===== config.mk =====
export PLATFORM = sky130hd
export DESIGN_NAME = axil_apb_bridge_mp
export DESIGN_NICKNAME = d
export VERILOG_FILES = /design/src/rtl/axi_lite_pkg.sv /design/src/rtl/apb_slave_decoder.sv /design/src/rtl/axil_apb_bridge_mp.sv
export SDC_FILE = /design/constraint.sdc
export NUM_CORES = 1
export LEC_CHECK = 0
export CAP_MARGIN = 20
export CORE_AREA = 3 3 143 145
export CTS_CLUSTER_SIZE = 8
export DETAILED_ROUTE_END_ITERATION = 7
export DIE_AREA = 0 0 146 148
export PLACE_DENSITY = 0.7
export RECOVER_POWER = 50
export SKIP_CTS_REPAIR_TIMING = 1
export SYNTH_ARGS = -nofsm -noshare
export SYNTH_HDL_FRONTEND = slang
export SYNTH_HIERARCHICAL = 1
export SYNTH_SLANG_ARGS = --single-unit

===== constraint.sdc =====
create_clock -name s_axi_clk -period 4.8 [get_ports s_axi_clk]
set_input_delay 0.96 -clock s_axi_clk [delete_from_list [all_inputs] [get_ports s_axi_clk]]
set_output_delay 0.96 -clock s_axi_clk [all_outputs]
set_load 0.01 [all_outputs]

===== src/rtl/axi_lite_pkg.sv =====
// Shared AXI4-Lite response codes and bridge state encoding.
package axi_lite_pkg;

    localparam logic [1:0] RESP_OKAY   = 2'b00;
    localparam logic [1:0] RESP_SLVERR = 2'b10;
    localparam logic [1:0] RESP_DECERR = 2'b11;

    typedef enum logic [1:0] {
        IDLE,
        SETUP,
        ACCESS,
        RESP
    } bridge_state_t;

endpackage


===== src/rtl/apb_slave_decoder.sv =====
// Maps an AXI address onto one of NUM_SLAVES equal, contiguous APB windows.
module apb_slave_decoder
    import axi_lite_pkg::*;
#(
    parameter int          NUM_SLAVES = 4,
    parameter logic [31:0] BASE_ADDR  = 32'h4000_0000,
    parameter int          REGION_AW  = 12
) (
    input  logic [31:0]           addr,
    output logic                  hit,
    output logic [NUM_SLAVES-1:0] sel
);

    logic [32:0] off;
    logic [32:0] region;
    logic        above_base;

    // 33-bit offset so an address below the base cannot alias into a window
    assign off        = {1'b0, addr} - {1'b0, BASE_ADDR};
    assign region     = off >> REGION_AW;
    assign above_base = (addr >= BASE_ADDR);
    assign hit        = above_base && (region < 33'(NUM_SLAVES));

    always_comb begin
        sel = '0;
        for (int i = 0; i < NUM_SLAVES; i++) begin
            sel[i] = hit && (region == 33'(i));
        end
    end

endmodule


===== src/rtl/axil_apb_bridge_mp.sv =====
// AXI4-Lite slave to multi-completer APB master bridge: round-robin read/write
// arbitration, one APB transfer at a time, DECERR on unmapped, timeout abort.
//
//   state  | meaning
//   IDLE   | waiting for AW+W or AR, grants combinationally
//   SETUP  | psel asserted, penable low, timer loaded
//   ACCESS | penable high, waiting for pready or timer expiry
//   RESP   | bvalid/rvalid held until the master takes it
module axil_apb_bridge_mp
    import axi_lite_pkg::*;
#(
    parameter int          NUM_SLAVES     = 4,
    parameter logic [31:0] BASE_ADDR      = 32'h4000_0000,
    parameter int          REGION_AW      = 12,
    parameter int          TIMEOUT_CYCLES = 16,
    parameter int          TIMEOUT_W      = 8
) (
    input  logic                       s_axi_clk,
    input  logic                       s_axi_aresetn,
    input  logic [31:0]                s_axi_awaddr,
    input  logic [2:0]                 s_axi_awprot,
    input  logic                       s_axi_awvalid,
    output logic                       s_axi_awready,
    input  logic [31:0]                s_axi_wdata,
    input  logic [3:0]                 s_axi_wstrb,
    input  logic                       s_axi_wvalid,
    output logic                       s_axi_wready,
    output logic [1:0]                 s_axi_bresp,
    output logic                       s_axi_bvalid,
    input  logic                       s_axi_bready,
    input  logic [31:0]                s_axi_araddr,
    input  logic [2:0]                 s_axi_arprot,
    input  logic                       s_axi_arvalid,
    output logic                       s_axi_arready,
    output logic [31:0]                s_axi_rdata,
    output logic [1:0]                 s_axi_rresp,
    output logic                       s_axi_rvalid,
    input  logic                       s_axi_rready,
    output logic [31:0]                m_apb_paddr,
    output logic [2:0]                 m_apb_pprot,
    output logic [NUM_SLAVES-1:0]      m_apb_psel,
    output logic                       m_apb_penable,
    output logic                       m_apb_pwrite,
    output logic [31:0]                m_apb_pwdata,
    output logic [3:0]                 m_apb_pstrb,
    input  logic [NUM_SLAVES-1:0]      m_apb_pready,
    input  logic [NUM_SLAVES*32-1:0]   m_apb_prdata,
    input  logic [NUM_SLAVES-1:0]      m_apb_pslverr
);

    localparam logic [TIMEOUT_W-1:0] TIMER_LOAD = TIMEOUT_W'(TIMEOUT_CYCLES);

    bridge_state_t         state_q;
    logic                  rr_last_write;
    logic                  write_q;
    logic [31:0]           paddr_q;
    logic [2:0]            pprot_q;
    logic [31:0]           pwdata_q;
    logic [3:0]            pstrb_q;
    logic [NUM_SLAVES-1:0] psel_q;
    logic                  penable_q;
    logic [TIMEOUT_W-1:0]  timer_q;
    logic [TIMEOUT_W-1:0]  timer_next;
    logic [1:0]            resp_q;
    logic [31:0]           rdata_q;
    logic                  bvalid_q;
    logic                  rvalid_q;

    logic                  idle;
    logic                  wr_elig;
    logic                  rd_elig;
    logic                  grant_wr;
    logic                  grant_rd;
    logic [31:0]           dec_addr;
    logic                  dec_hit;
    logic [NUM_SLAVES-1:0] dec_sel;
    logic                  sel_ready;
    logic                  sel_err;
    logic [31:0]           sel_rdata;

    // Gated by reset so no ready leaks out while the bridge is held in reset
    assign idle     = (state_q == IDLE) && s_axi_aresetn;
    assign wr_elig  = s_axi_awvalid && s_axi_wvalid;
    assign rd_elig  = s_axi_arvalid;
    assign grant_rd = idle && rd_elig && (!wr_elig || rr_last_write);
    assign grant_wr = idle && wr_elig && (!rd_elig || !rr_last_write);
    assign dec_addr = grant_wr ? s_axi_awaddr : s_axi_araddr;

    apb_slave_decoder #(
        .NUM_SLAVES (NUM_SLAVES),
        .BASE_ADDR  (BASE_ADDR),
        .REGION_AW  (REGION_AW)
    ) u_decoder (
        .addr (dec_addr),
        .hit  (dec_hit),
        .sel  (dec_sel)
    );

    assign sel_ready  = |(m_apb_pready & psel_q);
    assign sel_err    = |(m_apb_pslverr & psel_q);
    assign timer_next = timer_q - TIMEOUT_W'(1);

    always_comb begin
        sel_rdata = '0;
        for (int i = 0; i < NUM_SLAVES; i++) begin
            if (psel_q[i]) begin
                sel_rdata = sel_rdata | m_apb_prdata[32*i +: 32];
            end
        end
    end

    always_ff @(posedge s_axi_clk or negedge s_axi_aresetn) begin
        if (!s_axi_aresetn) begin
            state_q       <= IDLE;
            rr_last_write <= 1'b1;
            write_q       <= 1'b0;
            paddr_q       <= '0;
            pprot_q       <= '0;
            pwdata_q      <= '0;
            pstrb_q       <= '0;
            psel_q        <= '0;
            penable_q     <= 1'b0;
            timer_q       <= '0;
            resp_q        <= RESP_OKAY;
            rdata_q       <= '0;
            bvalid_q      <= 1'b0;
            rvalid_q      <= 1'b0;
        end else begin
            case (state_q)
                IDLE: begin
                    if (grant_wr || grant_rd) begin
                        rr_last_write <= grant_wr;
                        write_q       <= grant_wr;
                        paddr_q       <= dec_addr;
                        pprot_q       <= grant_wr ? s_axi_awprot : s_axi_arprot;
                        pwdata_q      <= grant_wr ? s_axi_wdata : '0;
                        pstrb_q       <= grant_wr ? s_axi_wstrb : '0;
                        if (dec_hit) begin
                            psel_q  <= dec_sel;
                            state_q <= SETUP;
                        end else begin
                            resp_q   <= RESP_DECERR;
                            rdata_q  <= '0;
                            bvalid_q <= grant_wr;
                            rvalid_q <= grant_rd;
                            state_q  <= RESP;
                        end
                    end
                end
                SETUP: begin
                    penable_q <= 1'b1;
                    timer_q   <= TIMER_LOAD;
                    state_q   <= ACCESS;
                end
                ACCESS: begin
                    if (sel_ready) begin
                        resp_q    <= sel_err ? RESP_SLVERR : RESP_OKAY;
                        rdata_q   <= write_q ? '0 : sel_rdata;
                        psel_q    <= '0;
                        penable_q <= 1'b0;
                        bvalid_q  <= write_q;
                        rvalid_q  <= !write_q;
                        state_q   <= RESP;
                    end else if (timer_next == '0) begin
                        resp_q    <= RESP_SLVERR;
                        rdata_q   <= '0;
                        psel_q    <= '0;
                        penable_q <= 1'b0;
                        bvalid_q  <= write_q;
                        rvalid_q  <= !write_q;
                        state_q   <= RESP;
                    end else begin
                        timer_q <= timer_next;
                    end
                end
                RESP: begin
                    if ((bvalid_q && s_axi_bready) || (rvalid_q && s_axi_rready)) begin
                        bvalid_q <= 1'b0;
                        rvalid_q <= 1'b0;
                        state_q  <= IDLE;
                    end
                end
                default: state_q <= IDLE;
            endcase
        end
    end

    assign s_axi_awready = grant_wr;
    assign s_axi_wready  = grant_wr;
    assign s_axi_arready = grant_rd;
    assign s_axi_bresp   = resp_q;
    assign s_axi_bvalid  = bvalid_q;
    assign s_axi_rdata   = rdata_q;
    assign s_axi_rresp   = resp_q;
    assign s_axi_rvalid  = rvalid_q;
    assign m_apb_paddr   = paddr_q;
    assign m_apb_pprot   = pprot_q;
    assign m_apb_psel    = psel_q;
    assign m_apb_penable = penable_q;
    assign m_apb_pwrite  = write_q;
    assign m_apb_pwdata  = pwdata_q;
    assign m_apb_pstrb   = pstrb_q;

endmodule


Word-level counts from Yosys, hierarchy flattened
Cells that the tools add are included.
{"block": "classes", "n_addsub": 2, "n_eq_ne": 13, "order_cmp": 2, "n_bitwise": 5, "muxes": 48, "reduce_logical": 36}
{"cell": "2-to-1 mux 32 bit", "count": 11}
{"cell": "OR 32 bit", "count": 3}
{"cell": "one-hot mux 32 bit (2 select lines)", "count": 1}
{"cell": "== test 21 x 2 -> 1 bit (second input constant)", "count": 2}
{"cell": "logical NOT 33 bit", "count": 1}
{"cell": "subtractor 32 x 31 -> 33 bit (second input constant)", "count": 1}
{"cell": ">= comparator 32 x 31 -> 1 bit (second input constant)", "count": 1}
{"cell": "== test 21 x 1 -> 1 bit (second input constant)", "count": 1}
{"cell": "< comparator 21 x 3 -> 1 bit (second input constant)", "count": 1}
{"cell": "2-to-1 mux 2 bit", "count": 10}
{"cell": "2-to-1 mux 4 bit", "count": 5}
{"cell": "2-to-1 mux 8 bit", "count": 2}
{"cell": "one-hot mux 8 bit (2 select lines)", "count": 1}
{"cell": "logical AND 1 bit", "count": 13}
{"cell": "2-to-1 mux 1 bit", "count": 11}
{"cell": "AND 4 bit", "count": 2}
{"cell": "logical NOT 8 bit", "count": 1}
{"cell": "!= test 2 bit (second input constant)", "count": 4}
{"cell": "one-hot mux 2 bit (4 select lines)", "count": 1}
{"cell": "one-hot mux 4 bit (2 select lines)", "count": 1}
{"cell": "AND reduction 4 bit", "count": 2}
{"cell": "OR reduction 4 bit", "count": 2}
{"cell": "subtractor 8 x 1 -> 8 bit (second input constant)", "count": 1}
{"cell": "one-hot mux 1 bit (3 select lines)", "count": 2}
{"cell": "15 further kinds", "count": 26}
{"block": "totals", "ff_bits": 124, "out_inout_bits": 118}

Depth between registers and ports, before layout
Gate-level depths: netlist of the first run.
{"block": "logic_depth", "depth_word": 12, "ltp_mapped": 17, "ltp_nobuf": 14}

By module
Netlist of the first run, hierarchy kept.
{"module": "axil_apb_bridge_mp", "instances": 1, "area_per_inst_um2": 6049.6, "seq_area_each_um2": 3104.2, "cells_per_inst": 563}
{"module": "apb_slave_decoder", "instances": 1, "area_per_inst_um2": 257.7, "seq_area_each_um2": 0.0, "cells_per_inst": 24}

Worst setup path before layout of the first run
OpenSTA, ideal clock, no wires.
{"block": "synth_timing", "path_kind": "input-to-reg", "from": "in s_axi_aresetn", "to": "reg bvalid_q (netlist: s_axi_bvalid)", "path_slack_ns": 0.815, "arrival_ns": 3.859, "n_path_buf": 2, "cell_stages": 14, "setup_time_ns": 0.126, "required_ns": 4.674, "path_cell_list": "nand2_1 > a211o_1 > clkbuf_1 > clkbuf_1 > mux2_2 > inv_1 > ha_1 > nor4b_4 > nand4_4 > a211oi_2 > o31a_1 > or3_4 > mux2_4 > a311o_1"}
{"block": "synth_between", "elab_chain_len": 9, "elab_cells_between_ends": 17, "classes_between": "1 x add/sub; 2 x order compare; 2 x eq/ne; 4 x mux; 8 x reduce/logical"}
{"item": "start, declared", "line_no": "axil_apb_bridge_mp.sv:19", "source": "input logic s_axi_aresetn,"}
{"item": "logical AND 1 bit *", "line_no": "axil_apb_bridge_mp.sv:82", "source": "assign idle = (state_q == IDLE) && s_axi_aresetn;"}
{"item": "logical AND 1 bit * (2 in a row)", "line_no": "axil_apb_bridge_mp.sv:86", "source": "assign grant_wr = idle && wr_elig && (!rd_elig || !rr_last_write);"}
{"item": "2-to-1 mux 32 bit *", "line_no": "axil_apb_bridge_mp.sv:87", "source": "assign dec_addr = grant_wr ? s_axi_awaddr : s_axi_araddr;"}
{"item": "net dec_addr[30]", "line_no": "axil_apb_bridge_mp.sv:74", "source": "logic [31:0] dec_addr;"}
{"item": "subtractor 32 x 31 -> 33 bit", "line_no": "apb_slave_decoder.sv:19", "source": "assign off = {1'b0, addr} - {1'b0, BASE_ADDR};"}
{"item": "< comparator 21 x 3 -> 1 bit", "line_no": "apb_slave_decoder.sv:22", "source": "assign hit = above_base && (region < 33'(NUM_SLAVES));"}
{"item": "logical AND 1 bit *", "line_no": "apb_slave_decoder.sv:22"}
{"item": "net dec_hit", "line_no": "axil_apb_bridge_mp.sv:75", "source": "logic dec_hit;"}
{"item": "!= test 2 bit (no source line) *"}
{"item": "AND reduction 5 bit (no source line) *"}
{"item": "end signal, assigned", "line_no": "axil_apb_bridge_mp.sv:144", "source": "bvalid_q <= grant_wr;"}
{"item": "end signal, assigned", "line_no": "axil_apb_bridge_mp.sv:161", "source": "bvalid_q <= write_q;"}
{"item": "end signal, assigned", "line_no": "axil_apb_bridge_mp.sv:169", "source": "bvalid_q <= write_q;"}
{"item": "end, declared", "line_no": "axil_apb_bridge_mp.sv:66", "source": "logic bvalid_q;"}
Mark *: on every way through the listed nets, which the timed path passes. The rest lies on a longest branch. The select of a mux whose other input is x is not followed.
A chain may end at the register's enable or synchronous reset.

Worst setup path in the final report of the first run
{"block": "layout_timing", "from": "in s_axi_arvalid", "to": "reg bvalid_q (netlist: s_axi_bvalid)"}
{"block": "layout_between", "elab_chain_len": 9, "elab_cells_between_ends": 17, "classes_between": "1 x add/sub; 2 x order compare; 2 x eq/ne; 4 x mux; 8 x reduce/logical"}
{"item": "start, declared", "line_no": "axil_apb_bridge_mp.sv:33", "source": "input logic s_axi_arvalid,"}
{"item": "logical NOT 1 bit *", "line_no": "axil_apb_bridge_mp.sv:86"}
{"item": "logical OR 1 bit *", "line_no": "axil_apb_bridge_mp.sv:86"}
{"item": "logical AND 1 bit *", "line_no": "axil_apb_bridge_mp.sv:86"}
{"item": "2-to-1 mux 32 bit *", "line_no": "axil_apb_bridge_mp.sv:87"}
{"item": "net dec_addr[29]", "line_no": "axil_apb_bridge_mp.sv:74"}
{"item": "subtractor 32 x 31 -> 33 bit", "line_no": "apb_slave_decoder.sv:19"}
{"item": "< comparator 21 x 3 -> 1 bit", "line_no": "apb_slave_decoder.sv:22"}
{"item": "logical AND 1 bit *", "line_no": "apb_slave_decoder.sv:22"}
{"item": "net dec_hit", "line_no": "axil_apb_bridge_mp.sv:75"}
{"item": "!= test 2 bit (no source line) *"}
{"item": "AND reduction 5 bit (no source line) *"}
Marked as above.

==> results.json, run 1 <==
{
  "run_status": "finished, violations left",
  "violated_checks": "max-capacitance violations, max-slew violations",
  "synth_mux_area_frac": 0.06784,
  "synth_edf_count": 0,
  "gp_congestion": 0.8647,
  "critical_path_required_ns": 5.09,
  "flop2flop_setup_slack_ns": 0.75,
  "drt_wl_total_um": 24020,
  "number_of_global_route_vias_before_repair": 6483,
  "synth_compound_gate_area_share": 0.2327,
  "ys.flop_type": "sky130_fd_sc_hd__dfrtp_1",
  "final.fill_count": 1720,
  "floorplan.die.width_um": 146,
  "drt_pre_antenna_iters": 4,
  "startpoint_class_of_the_critical_path": "input port",
  "detailroute.via_count": 6173,
  "finish.net_count": 1197,
  "synth_simple_gate_area_frac": 0.1432,
  "postRouteAntennaNets": 0,
  "detail_route.wl_per_cell_um": 19.72,
  "placement.io_buffers": 366,
  "dpl_worst_slack_ns": 0.2802,
  "category_of_the_critical_setup_timing_path": "in -> reg",
  "grt_max_degree": 74,
  "clock-sinks": 124,
  "timing.critical_path.to_type": "flip-flop",
  "drt_drc_violations_left": 0,
  "row_count": 51,
  "maxClockFrequency_mhz": 237.1,
  "die_h_um": 148,
  "syn_nets": 845,
  "maxSlewHeadroom": -0.2294,
  "initial_drt_markers": 258,
  "drt-vias-per-instance": 5.068,
  "netlist-cell-type-count": 58,
  "dp_hpwl_um": 18020,
  "ctsLongestPathBuffers": 2,
  "path_max_fanout": 18,
  "min_setup_slack_post_route_ns": 0.5816,
  "grt_setup_unrepaired": "no",
  "initial_utilization": 0.3262,
  "peakVddDrop_uv": 275.3,
  "synth_top_family_by_area": "compound AO/OA/AOI/OAI gates",
  "ios": 367,
  "numCtsBuffers": 17,
  "synthesis.instances": 587,
  "tritoncts": "yes",
  "finalHoldViolations": 0,
  "mappedNetlistArea_um2": 6307,
  "setup_viol_count_final": 0,
  "setup-tns-final_ns": 0,
  "regArea_um2": 3104,
  "grt_overflow_total": 0,
  "gr-usage-all-layers": 0.2177,
  "final-max-slew-violation-count": 98,
  "worst_ep_arrival_time_ns": 4.51,
  "worst_pin_slew_ns": 1.844,
  "path_clk_slew_ns": 0.06,
  "min_period_ns": 4.218,
  "layout_cells_sized_above_1": 0.1040,
  "mean_instance_size_in_the_synthesized_netlist_um2": 10.74,
  "yosysSeqAreaShare": 0.4922,
  "synth_fa_ha_area_frac": 0.01785,
  "timing.hold.worst.class": "reg -> reg",
  "flow.area_growth_from_synthesis_pct": 71.40,
  "postSynth.asyncResetShare": 1.000,
  "yosys_warnings": 6,
  "floorplan.die_area_um2": 21610,
  "worstSkewPairLatency_ns": 0.41,
  "cellLeakagePower_nw": 4.784,
  "ctsRootBufferMaster": "sky130_fd_sc_hd__clkbuf_16",
  "grt_antenna_before_repair": 1,
  "drv_cap": 2,
  "ctsHtreeMaxLevel": 4,
  "post_synthesis_share_of_cell_area_spent_on_xor_and_xnor_gates": 0.002777,
  "total_power_mw": 4.703,
  "grt_pass1_wl_um": 37130,
  "multi_input_combinational_cell_area_um2": 2920,
  "core_area_um2": 19330,
  "post-route-period-util": 0.8788,
  "power.density_cell_area_nw_per_um2": 435.0,
  "fin_skew_ns": 0.007875,
  "synth.ff_latch_count": 124
}
[cells in the mapped netlist, drive strengths merged (2+ instances only)]
| library cell | count | area, µm² |
|---|---|---|
| nand3b | 2 | 15.01 |
| or4 | 2 | 18.77 |
| inv | 13 | 48.79 |
| xnor2 | 2 | 17.52 |
| clkbuf | 27 | 101.4 |
| nor3b | 3 | 22.52 |
| a21oi | 8 | 51.30 |
| nor4b | 4 | 80.08 |
| ha | 9 | 112.6 |
| a22oi | 2 | 15.01 |
| and3 | 5 | 32.53 |
| a221oi | 33 | 289.0 |
| o2bb2ai | 33 | 289.0 |
| nand3 | 5 | 25.02 |
| and4 | 2 | 17.52 |
| nor2b | 2 | 12.51 |
| a21o | 2 | 15.01 |
| a211o | 2 | 18.77 |
| nor4 | 4 | 40.04 |
| o311ai | 3 | 26.28 |
| mux2i | 3 | 30.03 |
| nor3 | 10 | 65.06 |
| nand2 | 116 | 435.4 |
| a22o | 68 | 595.6 |
| nor2 | 11 | 41.29 |
| o21ai | 9 | 45.04 |
| or3 | 2 | 17.52 |
| mux2 | 35 | 397.9 |
| dfrtp | 123 | 3078 |
| nand4 | 3 | 33.78 |
| a31oi | 5 | 31.28 |
| a221o | 4 | 40.04 |
| nand4b | 2 | 17.52 |
| buf | 22 | 120.1 |
[registers in the layout, indices dropped and copies added (netlist names)]
register,cells
s_axi_bresp,2
state_q,2
s_axi_bvalid,1
m_apb_paddr,32
m_apb_pwdata,32
timer_q,8
s_axi_rvalid,1
s_axi_rdata,32
m_apb_psel,4
m_apb_pstrb,4
m_apb_pwrite,1
m_apb_penable,1
m_apb_pprot,3
rr_last_write,1
[power by group]
part / total (mW) / switching [mW] / internal, mW
clock: 1.30 / 0.510 / 0.789
sequential: 1.58 / 0.199 / 1.38
combinational: 1.82 / 0.856 / 0.964
[cell families (layout without fill, tap and decap cells)]
family,count (synthesis),after routing
AND/OR/NAND/NOR,177,177
AO/OA/AOI/OAI,174,174
flip-flops,124,124
buffers and inverters,63,428
multiplexers,38,38
adder cells (fa/ha/maj),9,9
XOR/XNOR,2,2
other,0,1
[worst max-delay path: stages]
cell                            delay [ns]
sky130_fd_sc_hd__dlygate4sd3_1        0.59
sky130_fd_sc_hd__a211o_1              0.33
sky130_fd_sc_hd__buf_4                0.32
sky130_fd_sc_hd__mux2_2               0.38
sky130_fd_sc_hd__or4_4                0.60
sky130_fd_sc_hd__a211oi_2             0.28
sky130_fd_sc_hd__o31a_1               0.29
sky130_fd_sc_hd__or3_4                0.18
sky130_fd_sc_hd__mux2_4               0.29
sky130_fd_sc_hd__a311o_1              0.28
[path summary, 6_finish.rpt]
check,startpoint,endpoint,cells after the start
max,s_axi_arvalid,s_axi_bvalid,10
min,m_apb_paddr[31],m_apb_paddr[31],2
max reg2reg,state_q[0],s_axi_bvalid,12
min reg2reg,m_apb_paddr[31],m_apb_paddr[31],2
max in group asynchronous,s_axi_aresetn,s_axi_rdata[22],3
min in group asynchronous,s_axi_aresetn,m_apb_pwdata[12],2
[through the flow]
stage	instance area, µm²	utilization	std cells	hold WS, ns
floorplan	6307	-	587	0.4651
global placement	10230	0.5290	1185	0.4570
finish	10810	0.5591	1218	0.4644
detailed placement	10230	0.5290	1185	0.4609
global route	10810	0.5591	1218	0.4891
CTS	10830	0.5600	1217	0.4778
[routing by layer]
| layer | global-route usage | part of all wire |
|---|---|---|
| met2 | 0.3750 | 0.50 |
| met3 | 0.07357 | 0.080 |
| met1 | 0.2639 | 0.41 |
| met4 | 0.05409 | 0.015 |
| met5 | 0 | 0 |
[final cells by class]
type                    instances  area share
well taps                     265     0.03067
diodes                          1   0.0002315
repair buffers                382      0.3515
flip-flops and latches        124      0.2872
clock inverters                14     0.01481
inverters                      14    0.004861
multi-input cells             400      0.2701
clock buffers                  18     0.04062
[placed cells by master (no fill, tap or decap), types with 3 or more instances in the layout]
cell / instances
sky130_fd_sc_hd__a21oi_1: 8
sky130_fd_sc_hd__a221o_1: 4
sky130_fd_sc_hd__a221oi_1: 33
sky130_fd_sc_hd__a22o_1: 68
sky130_fd_sc_hd__a31oi_1: 5
sky130_fd_sc_hd__and3_1: 4
sky130_fd_sc_hd__buf_4: 13
sky130_fd_sc_hd__clkbuf_16: 17
sky130_fd_sc_hd__clkdlybuf4s50_1: 257
sky130_fd_sc_hd__clkinv_4: 3
sky130_fd_sc_hd__clkinvlp_4: 3
sky130_fd_sc_hd__dfrtp_1: 123
sky130_fd_sc_hd__dlygate4sd3_1: 108
sky130_fd_sc_hd__ha_1: 9
sky130_fd_sc_hd__inv_1: 12
sky130_fd_sc_hd__inv_6: 4
sky130_fd_sc_hd__mux2_2: 34
sky130_fd_sc_hd__mux2i_1: 3
sky130_fd_sc_hd__nand2_1: 116
sky130_fd_sc_hd__nand3_1: 5
sky130_fd_sc_hd__nor2_1: 10
sky130_fd_sc_hd__nor3_1: 7
sky130_fd_sc_hd__nor3_2: 3
sky130_fd_sc_hd__nor3b_1: 3
sky130_fd_sc_hd__nor4_1: 3
sky130_fd_sc_hd__nor4b_4: 3
sky130_fd_sc_hd__o21ai_0: 9
sky130_fd_sc_hd__o2bb2ai_1: 33
sky130_fd_sc_hd__o311ai_0: 3
Note: power is estimated with default switching activity, not from simulation.
==> run 2, diff against run 1 <==
--- a/config.mk
+++ b/config.mk
@@ -7,6 +7,7 @@
 export LEC_CHECK = 0
 export CAP_MARGIN = 20
 export CORE_AREA = 3 3 143 145
+export CTS_BUF_LIST = sky130_fd_sc_hd__clkbuf_4
 export CTS_CLUSTER_SIZE = 8
 export DETAILED_ROUTE_END_ITERATION = 7
 export DIE_AREA = 0 0 146 148
==> results.json, run 2 (same netlist as run 1, synthesis figures left out) <==
{
  "floorplan.die_area_um2": 21610,
  "cellLeakagePower_nw": 4.399,
  "cp.buffers_inverters": 4,
  "core_area_um2": 19330,
  "placement.io_buffers": 366,
  "timing.critical_path.max_delay_family": "buffers and inverters",
  "setup_viol_count_final": 0,
  "internal_power_mw": 2.760,
  "dp_hpwl_um": 18020,
  "maxSlewHeadroom": -0.2373,
  "final.fill_count": 1762,
  "gp_congestion": 0.8647,
  "flow.area_growth_from_synthesis_pct": 66.44,
  "die_h_um": 148,
  "run_status": "finished, violations left",
  "ios": 367,
  "grt_setup_unrepaired": "no",
  "detail_route.wl_per_cell_um": 19.52,
  "initial_utilization": 0.3262,
  "mostFrequentLayoutCell": "sky130_fd_sc_hd__clkdlybuf4s50_1",
  "path_max_fanout": 13,
  "grt_pass1_wl_um": 36750,
  "total_power_mw": 4.268,
  "worst_path_max_delay_cell": "sky130_fd_sc_hd__clkdlybuf4s50_1",
  "worstPathCellList": "dlygate4sd3_1, a211o_1, clkbuf_1, inv_1, clkdlybuf4s50_1",
  "grt_overflow_total": 0,
  "grt_antenna_before_repair": 2,
  "timing.hold.worst.class": "reg -> reg",
  "finalHoldViolations": 0,
  "floorplan.die.width_um": 146,
  "layout_common_cells": "sky130_fd_sc_hd__clkdlybuf4s50_1, sky130_fd_sc_hd__dfrtp_1, sky130_fd_sc_hd__nand2_1",
  "final-max-slew-violation-count": 74,
  "ctsHtreeMaxLevel": 4,
  "fin_skew_ns": 0.02440,
  "power.density_cell_area_nw_per_um2": 406.6,
  "ctsRootBufferMaster": "sky130_fd_sc_hd__clkbuf_4",
  "initial_drt_markers": 231,
  "violated_checks": "max-capacitance violations, max-slew violations",
  "layout_cells_sized_above_1": 0.09244,
  "min_period_ns": 4.255,
  "startpoint_class_of_the_critical_path": "input port",
  "switching_power_mw": 1.508,
  "netSwitchingFraction": 0.3533,
  "finish.net_count": 1197,
  "setup-tns-final_ns": 0,
  "peakVddDrop_uv": 248.9,
  "category_of_the_critical_setup_timing_path": "in -> out",
  "drt_wl_total_um": 23790,
  "sequentialPowerShare": 0.372,
  "ctsLongestPathBuffers": 2,
  "detailroute.via_count": 6118,
  "drt_drc_violations_left": 0,
  "worst_ep_arrival_time_ns": 3.29,
  "tritoncts": "yes",
  "grt_max_degree": 74,
  "post-route-period-util": 0.8864,
  "numCtsBuffers": 17,
  "max_stage_delay_ns": 0.64,
  "gr-usage-all-layers": 0.2160,
  "power.combinational.fraction": 0.449,
  "gr-max-usage-layer": "met2",
  "worst_pin_slew_ns": 1.856,
  "path_clk_slew_ns": 0.10,
  "clock_power_share": 0.179,
  "clock-sinks": 124,
  "grt_util_met2": 0.3668,
  "drv_cap": 1,
  "maxClockFrequency_mhz": 235.0,
  "critical_path_required_ns": 3.84,
  "worstSkewPairLatency_ns": 0.53,
  "number_of_global_route_vias_before_repair": 6403,
  "grt_util_met1": 0.2646,
  "drt-vias-per-instance": 5.019,
  "gr-usage-met3": 0.07265,
  "row_count": 51,
  "timing.critical_path.to_type": "primary output",
  "drt_pre_antenna_iters": 7,
  "postRouteAntennaNets": 0
}
run 2: path summary, 6_finish.rpt:
check / endpoint / slack [ns] / startpoint / cells past startpoint
worst max-delay path: s_axi_wready / 0.55 / s_axi_arvalid / 5
max in group asynchronous: s_axi_rdata[22] / 1.91 / s_axi_aresetn / 3
worst max register to register: s_axi_bvalid / 0.75 / state_q[1] / 12
worst min-delay path: m_apb_paddr[3] / 0.49 / m_apb_paddr[3] / 2
min in group asynchronous: m_apb_pwdata[12] / 0.62 / s_axi_aresetn / 2
worst min register to register: m_apb_paddr[3] / 0.49 / m_apb_paddr[3] / 2
run 2: worst min-delay path, delay by kind of cell, from the launching register on:
| family | cells | cell delay [ns] |
|---|---|---|
| and+or+nand+nor | 2 | 0.11 |
| DFF | 1 | 0.36 |
run 2: layout make-up:
| class | instances | area [µm²] | area share |
|---|---|---|---|
| inverters | 14 | 52.55 | 0.005006 |
| clock inverters | 15 | 163.9 | 0.01561 |
| well taps | 265 | 331.6 | 0.03159 |
| clock buffers | 17 | 127.6 | 0.01216 |
| diodes | 2 | 5.005 | 0.0004768 |
| repair buffers | 382 | 3792 | 0.3613 |
| flip-flops and latches | 124 | 3104 | 0.2957 |
| multi-input cells | 400 | 2920 | 0.2782 |
run 2: power groups by stage:
stage | combinational [mW] | sequential, mW | clock (mW)
4_1_cts | 1.96 | 1.59 | 0.795
5_1_grt | 2.07 | 1.64 | 0.846
2_1_floorplan | 0.734 | 1.73 | 0
6_report | 1.92 | 1.59 | 0.764
3_3_place_gp | 1.93 | 1.60 | 0
3_5_place_dp | 1.95 | 1.60 | 0
run 2: through the flow:
stage / area (µm²) / hold slack [ns] / std cells / worst slack (ns) / utilization
floorplan: 6307 / 0.4651 / 587 / 0.8151 / -
global placement: 10230 / 0.4570 / 1185 / 0.3577 / 0.5290
detailed placement: 10230 / 0.4609 / 1185 / 0.2802 / 0.5290
CTS: 10520 / 0.4920 / 1217 / 0.7145 / 0.5440
global route: 10500 / 0.5117 / 1219 / 0.2865 / 0.5429
finish: 10500 / 0.4861 / 1219 / 0.5454 / 0.5429
run 2: metal layers:
metal	share of wire	wire length [µm]	vias to the layer above
met4	0.015	361	0
met2	0.50	11830	255
met3	0.077	1826	23
li1	-	-	2915
met5	0	0	-
met1	0.41	9777	2925
==> run 3, diff against run 2 <==
--- a/config.mk
+++ b/config.mk
@@ -5,15 +5,18 @@
 export SDC_FILE = /design/constraint.sdc
 export NUM_CORES = 1
 export LEC_CHECK = 0
+export ABC_AREA = 1
 export CAP_MARGIN = 20
-export CORE_AREA = 3 3 143 145
+export CORE_AREA = 3 3 142 144
 export CTS_BUF_LIST = sky130_fd_sc_hd__clkbuf_4
 export CTS_CLUSTER_SIZE = 8
 export DETAILED_ROUTE_END_ITERATION = 7
-export DIE_AREA = 0 0 146 148
-export PLACE_DENSITY = 0.7
+export DIE_AREA = 0 0 145 147
+export MAX_ROUTING_LAYER = met4
+export PLACE_DENSITY = 0.75
 export RECOVER_POWER = 50
 export SKIP_CTS_REPAIR_TIMING = 1
+export SLEW_MARGIN = 0
 export SYNTH_ARGS = -nofsm -noshare
 export SYNTH_HDL_FRONTEND = slang
 export SYNTH_HIERARCHICAL = 1
==> results.json, run 3 <==
{
  "postSynth.asyncResetShare": 1.000,
  "placement.io_buffers": 366,
  "gp_congestion": 0.8453,
  "syn_nets": 1200,
  "timing.critical_path.to_type": "flip-flop",
  "detailroute.via_count": 7743,
  "grt_util_met1": 0.2811,
  "initial_utilization": 0.3662,
  "synth_mux_area_frac": 0,
  "synth_edf_count": 0,
  "power.density_cell_area_nw_per_um2": 396.3,
  "whs_ns": 0.4783,
  "ctsHtreeMaxLevel": 4,
  "grt_antenna_before_repair": 1,
  "ctsRootBufferMaster": "sky130_fd_sc_hd__clkbuf_4",
  "final-max-slew-violation-count": 40,
  "yosysMostFrequentCell": "sky130_fd_sc_hd__nand2_1",
  "gr-usage-all-layers": 0.2461,
  "timing.hold.worst.class": "reg -> reg",
  "cellLeakagePower_nw": 5.007,
  "worst_pin_slew_ns": 1.701,
  "gr-usage-met3": 0.08667,
  "final_core_util": 0.5822,
  "worstSkewPairLatency_ns": 0.54,
  "numCtsBuffers": 17,
  "grt_pass1_wl_um": 40850,
  "path_max_fanout": 38,
  "postRouteAntennaNets": 0,
  "maxSlewHeadroom": -0.1341,
  "grt_overflow_total": 0,
  "gr-max-usage-layer": "met2",
  "grt_max_degree": 73,
  "violated_checks": "max-capacitance violations, max-slew violations",
  "ctsLongestPathBuffers": 2,
  "startpoint_class_of_the_critical_path": "input port",
  "die_h_um": 147,
  "place_area_um2": 10730,
  "synth_simple_gate_area_frac": 0.3827,
  "initial_drt_markers": 420,
  "synth_top_area_share": 0.4464,
  "post_synthesis_share_of_cell_area_spent_on_xor_and_xnor_gates": 0.001270,
  "run_status": "finished, violations left",
  "tritoncts": "yes",
  "post-route-period-util": 0.8372,
  "floorplan.die_area_um2": 21320,
  "core_area_um2": 18830,
  "synth_compound_gate_area_share": 0.08746,
  "detail_route.wl_per_cell_um": 16.82,
  "synth.ff_latch_count": 124,
  "finalHoldViolations": 0,
  "number_of_global_route_vias_before_repair": 7608,
  "dp_hpwl_um": 19510,
  "layout_common_cells": "sky130_fd_sc_hd__nand2_1, sky130_fd_sc_hd__clkdlybuf4s50_1, sky130_fd_sc_hd__dfrtp_1",
  "layout_cells_sized_above_1": 0.05500,
  "fin_skew_ns": 0.01790,
  "synthesis.instances": 942,
  "grt_util_met2": 0.4082,
  "maxClockFrequency_mhz": 248.8,
  "drv_cap": 1,
  "critical_path_required_ns": 5.22,
  "setup-tns-final_ns": 0,
  "drt_pre_antenna_iters": 5,
  "min_period_ns": 4.019,
  "drt_wl_total_um": 26100,
  "mappedNetlistArea_um2": 6895,
  "worst_ep_arrival_time_ns": 4.44,
  "setup_viol_count_final": 0,
  "synth_commonest_cells": "sky130_fd_sc_hd__nand2_1, sky130_fd_sc_hd__dfrtp_1, sky130_fd_sc_hd__nor2_1",
  "drt_drc_violations_left": 0,
  "yosysSeqAreaShare": 0.4502,
  "peakVddDrop_uv": 245.4,
  "post_synth_main_area_contributors": "sky130_fd_sc_hd__dfrtp_1, sky130_fd_sc_hd__nand2_1, sky130_fd_sc_hd__nor2_1",
  "total_power_mw": 4.345,
  "floorplan.die.width_um": 145,
  "mean_instance_size_in_the_synthesized_netlist_um2": 7.320,
  "grt_setup_unrepaired": "no",
  "row_count": 50,
  "yosysTopAreaCell": "sky130_fd_sc_hd__dfrtp_1",
  "ios": 367,
  "category_of_the_critical_setup_timing_path": "in -> reg",
  "mostFrequentLayoutCell": "sky130_fd_sc_hd__nand2_1",
  "postLayoutCellArea_um2": 10960,
  "flow.area_growth_from_synthesis_pct": 58.99,
  "ys.flop_type": "sky130_fd_sc_hd__dfrtp_1",
  "yosys_warnings": 6,
  "clock-sinks": 124,
  "netlist-cell-type-count": 33,
  "synth_top_family_by_area": "simple AND/OR/NAND/NOR gates",
  "drt-vias-per-instance": 4.989,
  "path_clk_slew_ns": 0.11,
  "synth_fa_ha_area_frac": 0.01633,
  "finish.net_count": 1537
}
==> run 3: worst max-delay path: stages <==
cell	delay, ns
sky130_fd_sc_hd__clkdlybuf4s50_1	0.48
sky130_fd_sc_hd__nand2_1	0.07
sky130_fd_sc_hd__nand2_2	0.08
sky130_fd_sc_hd__buf_4	0.37
sky130_fd_sc_hd__nand2_1	0.14
sky130_fd_sc_hd__nand2_1	0.13
sky130_fd_sc_hd__inv_1	0.06
sky130_fd_sc_hd__ha_1	0.29
sky130_fd_sc_hd__nand4_1	0.10
sky130_fd_sc_hd__nor3b_2	0.06
sky130_fd_sc_hd__nand2_2	0.15
sky130_fd_sc_hd__inv_2	0.06
sky130_fd_sc_hd__nand2_1	0.05
sky130_fd_sc_hd__inv_1	0.07
sky130_fd_sc_hd__nor2_4	0.64
sky130_fd_sc_hd__nand3_4	0.46
sky130_fd_sc_hd__nand2_1	0.17
sky130_fd_sc_hd__nand2_1	0.07
==> run 3: per-stage QoR <==
step           setup slack [ns]  instances
6_report                 0.7814       1552
2_1_floorplan             1.451        942
3_5_place_dp             0.2041       1520
3_3_place_gp             0.3291       1520
5_1_grt                  0.2786       1552
4_1_cts                  0.7574       1551
==> run 3: layout make-up <==
cell class                      count  area, µm²
Sequential cell                   124       3104
Timing Repair Buffer              382       3780
Fill cell                        1782       7868
Antenna cell                        1      2.502
Inverter                           32      120.1
Clock buffer                       17      127.6
Multi-Input combinational cell    722       3378
Tap cell                          260      325.3
Clock inverter                     14      125.1
==> run 3: power by group <==
group	internal, mW	switching (mW)	total, mW
registers	1.34	0.188	1.53
logic	0.965	1.16	2.12
clock network	0.253	0.437	0.691
==> run 3: cells by family (layout without fill, tap and decap cells) <==
| logic type | Yosys count | after routing |
|---|---|---|
| adders and majority gates | 9 | 9 |
| buffers and inverters | 96 | 445 |
| DFF | 124 | 124 |
| and+or+nand+nor | 627 | 627 |
| xor gates and xnor gates | 1 | 1 |
| AOI/OAI and AO/OA | 85 | 85 |
| other | 0 | 1 |
==> run 3: path summary, 6_finish.rpt <==
path                                     to  depth (start not counted)            from  slack [ns]
max in group asynchronous  m_apb_pwdata[27]                          3   s_axi_aresetn        2.24
setup / recovery            s_axi_rdata[18]                         18   s_axi_arvalid        0.78
setup reg to reg            s_axi_rdata[18]                         20      state_q[0]        0.79
hold reg to reg              s_axi_rdata[6]                          2  s_axi_rdata[6]        0.48
hold / removal               s_axi_rdata[6]                          2  s_axi_rdata[6]        0.48
min in group asynchronous   m_apb_paddr[23]                          2   s_axi_aresetn        0.65
==> run 3: layer usage <==
metal	up-vias	part of all wire
met1	3569	0.39
li1	3788	-
met3	35	0.098
met5	-	0
met2	351	0.49
met4	0	0.026
